[src/rtl/imem_squash_unit_pkg.sv]
// imem_squash_unit_pkg: message-width and counter-width helpers for the imem squash unit
package imem_squash_unit_pkg;

    function automatic int req_nbits(int opaque_nbits, int addr_nbits, int data_nbits);
        return 3 + opaque_nbits + addr_nbits + 2 + data_nbits;
    endfunction

    function automatic int resp_nbits(int opaque_nbits, int data_nbits);
        return 3 + opaque_nbits + 2 + 2 + data_nbits;
    endfunction

    function automatic int cnt_nbits(int max_inflight);
        return $clog2(max_inflight + 1);
    endfunction

endpackage

[src/rtl/imem_squash_counter.sv]
// imem_squash_counter: up/down counter with a synchronous load that overrides counting
module imem_squash_counter #(
    parameter int p_nbits = 3
) (
    input  logic               clk,
    input  logic               reset,
    input  logic               load,
    input  logic [p_nbits-1:0] load_val,
    input  logic               inc,
    input  logic               dec,
    output logic [p_nbits-1:0] count
);

    always_ff @(posedge clk)
        if (reset) count <= '0;
        else count <= load ? load_val : count + p_nbits'(inc) - p_nbits'(dec);

endmodule

[src/rtl/imem_squash_unit.sv]
// imem_squash_unit: credit-limited imem request/response filter that silently consumes
// the responses of every fetch outstanding at a squash
module imem_squash_unit
    import imem_squash_unit_pkg::*;
#(
    parameter int p_req_nbits = req_nbits(8, 32, 32),
    parameter int p_resp_nbits = resp_nbits(8, 32),
    parameter int p_max_inflight = 4,
    localparam int p_cnt_nbits = cnt_nbits(p_max_inflight)
) (
    input  logic                    clk,
    input  logic                    reset,
    input  logic                    squash,
    input  logic [p_req_nbits-1:0]  req_in_msg,
    input  logic                    req_in_val,
    output logic                    req_in_rdy,
    output logic [p_req_nbits-1:0]  req_out_msg,
    output logic                    req_out_val,
    input  logic                    req_out_rdy,
    input  logic [p_resp_nbits-1:0] resp_in_msg,
    input  logic                    resp_in_val,
    output logic                    resp_in_rdy,
    output logic [p_resp_nbits-1:0] resp_out_msg,
    output logic                    resp_out_val,
    input  logic                    resp_out_rdy,
    output logic [p_cnt_nbits-1:0]  inflight,
    output logic [p_cnt_nbits-1:0]  drop_pending
);

    logic                   credit;
    logic                   dropping;
    logic                   req_fire;
    logic                   resp_fire;
    logic                   drop_fire;
    logic [p_cnt_nbits-1:0] drop_load;

    always_comb begin
        credit = inflight < p_cnt_nbits'(p_max_inflight);
        dropping = squash | (drop_pending != '0);
        req_out_msg = req_in_msg;
        req_out_val = req_in_val & credit;
        req_in_rdy = req_out_rdy & credit;
        req_fire = req_out_val & req_out_rdy;
        resp_out_msg = resp_in_msg;
        resp_out_val = dropping ? 1'b0 : resp_in_val;
        resp_in_rdy = dropping ? 1'b1 : resp_out_rdy;
        resp_fire = resp_in_val & resp_in_rdy;
        drop_fire = resp_fire & dropping;
        // the redirect fetch issued alongside a squash is not stale; a response retiring now is
        drop_load = inflight - p_cnt_nbits'(resp_fire);
    end

    imem_squash_counter #(.p_nbits(p_cnt_nbits)) inflight_cnt (
        .clk      (clk),
        .reset    (reset),
        .load     (1'b0),
        .load_val ('0),
        .inc      (req_fire),
        .dec      (resp_fire),
        .count    (inflight)
    );

    imem_squash_counter #(.p_nbits(p_cnt_nbits)) drop_cnt (
        .clk      (clk),
        .reset    (reset),
        .load     (squash),
        .load_val (drop_load),
        .inc      (1'b0),
        .dec      (drop_fire),
        .count    (drop_pending)
    );

    always_ff @(posedge clk)
        if (!reset) begin
            assert (!(resp_in_val && inflight == '0))
                else $error("imem response with no outstanding fetch");
            assert (drop_pending <= inflight && inflight <= p_cnt_nbits'(p_max_inflight))
                else $error("counter invariant violated: inflight=%0d drop_pending=%0d", inflight, drop_pending);
        end

endmodule
[config.mk]
export PLATFORM = sky130hd
export DESIGN_NAME = imem_squash_unit
export DESIGN_NICKNAME = d
export VERILOG_FILES = /design/src/rtl/imem_squash_unit_pkg.sv /design/src/rtl/imem_squash_counter.sv /design/src/rtl/imem_squash_unit.sv
export SDC_FILE = /design/constraint.sdc
export NUM_CORES = 1
export LEC_CHECK = 0
export BUFFER_PORTS_ARGS = -buffer_cell sky130_fd_sc_hd__buf_4
export CAP_MARGIN = 20
export CORE_AREA = 2 2 101 103
export CTS_CLUSTER_DIAMETER = 40
export DETAILED_ROUTE_END_ITERATION = 8
export DIE_AREA = 0 0 103 105
export HOLD_SLACK_MARGIN = 0.06
export PLACE_DENSITY = 0.59
export SYNTH_ARGS = -nofsm -noshare
export SYNTH_HDL_FRONTEND = slang
export SYNTH_HIERARCHICAL = 1
export SYNTH_SLANG_ARGS = --single-unit
[constraint.sdc]
create_clock -name clk -period 3.35 [get_ports clk]
set_input_delay 0.5025 -clock clk [delete_from_list [all_inputs] [get_ports clk]]
set_output_delay 0.5025 -clock clk [all_outputs]
set_load 0.05 [all_outputs]
Word-level counts from Yosys, hierarchy flattened:

Index checks and enable logic that the tools add are counted.

* add/sub/neg operators: 4
* order comparisons: 1
* muxes and demuxes: 3
* bitwise operators: 6
* reduce and logical (&&, ||, !) cells: 1

Operator list (count)
* subtractor 3 x 1 -> 3 bit: 3
* bitwise AND 1 bit: 5
* adder 3 x 1 -> 3 bit: 1
* less-than comparator 3 bit, second input constant: 1
* 2-to-1 mux 3 bit: 1
* nonzero test 3 bit: 1
* 2-to-1 mux 1 bit: 2
* bitwise OR 1 bit: 1

* register bits after elaboration: 6
* input port bits: 131
* output and inout port bits: 134
* logic and storage cells: 17

Logic depth before layout (Yosys ltp):

* word-level depth: 7
* mapped depth: 8
* mapped depth without buffers: 8

Hierarchy:

The synthesis kept the hierarchy.

Modules (own cells, without submodules)
* imem_squash_unit: instances 1, cells each 141, area each 1042.2 sq um, sequential area each 0.0 sq um
* imem_squash_counter: instances 2, cells each 18, area each 193.9 sq um, sequential area each 60.1 sq um

Worst setup path after synthesis:

OpenSTA, ideal clock, no wires.

* path kind: reg2reg
* from: reg drop_cnt.count[1]
* to: reg inflight_cnt.count[2]
* library setup time: 79 ps
* arrival time: 2495 ps
* data required time: 3271 ps
* path slack: 776 ps
* stages on the path, launching flop included: 9
* period minus slack after synthesis: 2574 ps
* cells stage by stage: dfxtp_1 > nor4_2 > a21boi_0 > ha_1 > inv_1 > ha_1 > fa_1 > xor3_1 > a211oi_2

* word-level cells in the longest chain between the ends: 5

Ends and longest elaborated chain
* start: declaration: RTL line imem_squash_counter.sv:11 `output logic [p_nbits-1:0] count`
* start signal: assignment: RTL line imem_squash_counter.sv:16 `else count <= load ? load_val : count + p_nbits'(inc) - p_nbits'(dec);`
* nonzero test 3 bit: RTL line imem_squash_unit.sv:39 `dropping = squash | (drop_pending != '0);`
* bitwise OR 1 bit: RTL line imem_squash_unit.sv:39
* 2-to-1 mux 1 bit: RTL line imem_squash_unit.sv:46 `resp_in_rdy = dropping ? 1'b1 : resp_out_rdy;`
* bitwise AND 1 bit: RTL line imem_squash_unit.sv:47 `resp_fire = resp_in_val & resp_in_rdy;`
* via resp_fire: RTL line imem_squash_unit.sv:33 `logic resp_fire;`
* subtractor 3 x 1 -> 3 bit: RTL line imem_squash_counter.sv:16
* end signal: assignment: RTL line imem_squash_counter.sv:16
* end: declaration: RTL line imem_squash_counter.sv:11

The timed path passes the listed nets, and every way through them passes these cells.
A chain may end at the register's enable or synchronous reset.

Worst setup path in the final report:

* from: in squash
* to: reg inflight_cnt.count[2]

* word-level cells in the longest chain between the ends: 4

Ends and longest elaborated chain
* start: declaration: RTL line imem_squash_unit.sv:13 `input logic squash,`
* bitwise OR 1 bit: RTL line imem_squash_unit.sv:39
* 2-to-1 mux 1 bit: RTL line imem_squash_unit.sv:46
* bitwise AND 1 bit: RTL line imem_squash_unit.sv:47
* via resp_fire: RTL line imem_squash_unit.sv:33
* subtractor 3 x 1 -> 3 bit: RTL line imem_squash_counter.sv:16

The timed path passes the listed nets, and every way through them passes these cells.

==> results.json <==
{
  "crit_required_ns": 3.49,
  "synth-warning-count": 6,
  "tritoncts": "done",
  "grt_overflow_total": 0,
  "synthesis.instances": 177,
  "final_period_util_pct": 73.66,
  "diodes_inserted": 0,
  "vias_per_cell": 2.500,
  "rows": 36,
  "timing.critical_path.arrival_ns": 2.61,
  "cts_root_buf": "clkbuf_8",
  "wl_met3_um": 554,
  "slowest_stage": "xor3_1",
  "detail_route.wirelength.met1_um": 696,
  "report.final.hold_viol_count": 0,
  "critical_path.startpoint_type": "primary input",
  "remaining_drc_errors": 0,
  "cts_inserted_buffers": 3,
  "postCtsSetupRepairBufs": 0,
  "avgRoutedWirePerCell_um": 12.04,
  "dr_vias": 530,
  "maxClockFrequency_mhz": 405.3,
  "p_per_area_nw_per_um2": 518.1,
  "most_used_cell_cp": "ha_1",
  "antenna_violating_nets_post_route": 0,
  "synth.ff_latch_count": 6,
  "drive_gt1_share_pct": 27.85,
  "rsz0062_at_grt": "false",
  "drt_wl_total_mm": 2.552,
  "vdd_drop_max_mv": 0.1410,
  "final.setup.worst_slack_ns": 0.8826,
  "combinational_family_with_the_most_area_after_synthesis": "buffers and inverters",
  "die_area_um2": 10820,
  "static-leakage-power_uw": 0.0003841,
  "globalplace.congestion": 0.6481,
  "detailed_place_hpwl_mm": 2.234,
  "drt_iter0_drc": 9,
  "critPathMaxStageDelay_ns": 0.37,
  "track_usage_pct": 4.493,
  "place_worst_setup_slack_ns": 0.6382,
  "layout_commonest_cell": "buf_4",
  "placement.io_buffers": 16,
  "cap_violations": 0,
  "htree_num_levels": 1,
  "die_width_um": 103,
  "synth-adder-area-share_pct": 8.049,
  "synth_cell_types": 16,
  "met2_wl_post_dr_um": 960,
  "placement.cell_area_um2": 812.0,
  "design.portCount": 265,
  "layout_common_cells": "buf_4 (16), inv_1 (15), conb_1 (8)",
  "start_util_pct": 14.84,
  "coreArea_um2": 9639,
  "timing.hold.worst.class": "in -> reg",
  "shortest_period_the_worst_path_allows_ns": 2.467,
  "syn_to_final_growth_pct": -40.33,
  "grt_antenna_before_repair": 0,
  "highest-signal-layer": "met4",
  "synth-compound-area-share_pct": 2.275,
  "syn-mean-instance-area_um2": 8.080,
  "run_status": "finished, final reports clean",
  "critical_setup_path_class": "in -> reg",
  "wire_length_of_the_first_global_routing_pass_mm": 3.491,
  "grt_start_max_net_pins": 7,
  "final.setup_skew_ns": 0.003517,
  "utilization_pct": 8.853,
  "synth_simple_gate_area_share_pct": 5.249,
  "setup_viol": 0,
  "worst-path-max-fanout": 5,
  "synthMuxAreaShare_pct": 2.800,
  "first_global_vias": 595,
  "synth_sequential_area_ratio_pct": 8.399,
  "drt_first_pass_iters": 4,
  "postCtsResizedCells": 0,
  "die_h_um": 105,
  "cts_num_sinks": 6,
  "finish.net_count": 220,
  "synth-xor-area-share_pct": 3.937,
  "final_cell_area_um2": 853.3,
  "crit_end_category": "flop",
  "timing.critical_path.cells": "buf_4 > nor4_2 > a21boi_0 > ha_1 > inv_1 > ha_1 > fa_1 > xor3_1 > a211oi_2",
  "worst_skew_pair.late_latency_ns": 0.22,
  "timing.setup.tns_ns": 0,
  "fin_worst_hold_slack_ns": 0.5019,
  "cts_max_path_buffers": 2,
  "syn_area_um2": 1430,
  "clk_transition_reported_paths_ns": 0.04,
  "post_cts_hold_buffer_count": 0,
  "slew_viol_final": 0
}
## through the flow
stage	instances	total power [µW]
detailed placement	209	342.6
finish	212	442.1
global placement	209	339.0
CTS	212	454.8
global route	212	483.6
floorplan	184	675.3
## cells in the mapped netlist
library cell / count / area [µm²]
a211oi_2: 2 / 25.02
a21boi_0: 1 / 7.510
nand2_1: 1 / 3.750
ha_1: 6 / 75.07
xor2_1: 1 / 8.760
xor3_1: 2 / 47.55
fa_1: 2 / 40.04
inv_1: 15 / 56.30
nor2b_1: 5 / 31.28
dfxtp_1: 6 / 120.1
buf_4: 124 / 930.9
and2_1: 2 / 12.51
nor2_1: 4 / 15.01
mux2i_1: 4 / 40.04
conb_1: 1 / 3.750
nor4_2: 1 / 12.51
## path summary, 6_finish.rpt
kind                           end  slack [ns]              start  cells after the start
max reg2reg  inflight_cnt/count[2]        0.89  drop_cnt/count[1]                      8
min reg2reg      drop_cnt/count[2]        0.65  drop_cnt/count[2]                      2
max          inflight_cnt/count[2]        0.88             squash                      9
min          inflight_cnt/count[2]        0.50              reset                      2
## where the power goes
| part | switching (µW) | internal [µW] | leakage (µW) |
|---|---|---|---|
| clock | 29.3 | 77.0 | 0.0000216 |
| sequential | 17.3 | 86.4 | 0.0000500 |
| combinational | 134 | 98.4 | 0.000313 |
## cells by family after synthesis
group | after synthesis
buffers and inverters | 139
other | 1
AOI/OAI and AO/OA | 3
adders and majority gates | 8
muxes | 4
xor gates and xnor gates | 3
and+or+nand+nor | 13
DFF | 6
## cell type report
cell class | instances | area, µm²
Sequential cell | 6 | 120.1
Tap cell | 133 | 166.4
Clock buffer | 3 | 41.29
Multi-Input combinational cell | 39 | 349.1
Inverter | 15 | 56.30
Fill cell | 1152 | 8786
Timing Repair Buffer | 16 | 120.1
## critical path: cells and delay by family
kind                     cells  cell delay [ns]
AND/OR/NAND/NOR              1             0.31
XOR/XNOR                     1             0.37
adder cells (fa/ha/maj)      3             0.84
buffers and inverters        2             0.17
AO/OA/AOI/OAI                2             0.41
## routing by layer
| layer | global-route usage (%) | vias to the layer above |
|---|---|---|
| met5 | 0 | - |
| met4 | 6.109 | 0 |
| met3 | 4.482 | 46 |
| met2 | 5.427 | 69 |
| met1 | 3.348 | 209 |
| li1 | - | 206 |
## state kept, by name, indices dropped and copies added (netlist names)
signal,count
drop_cnt/count,3
inflight_cnt/count,3
Power figures use the tool's default switching activity.
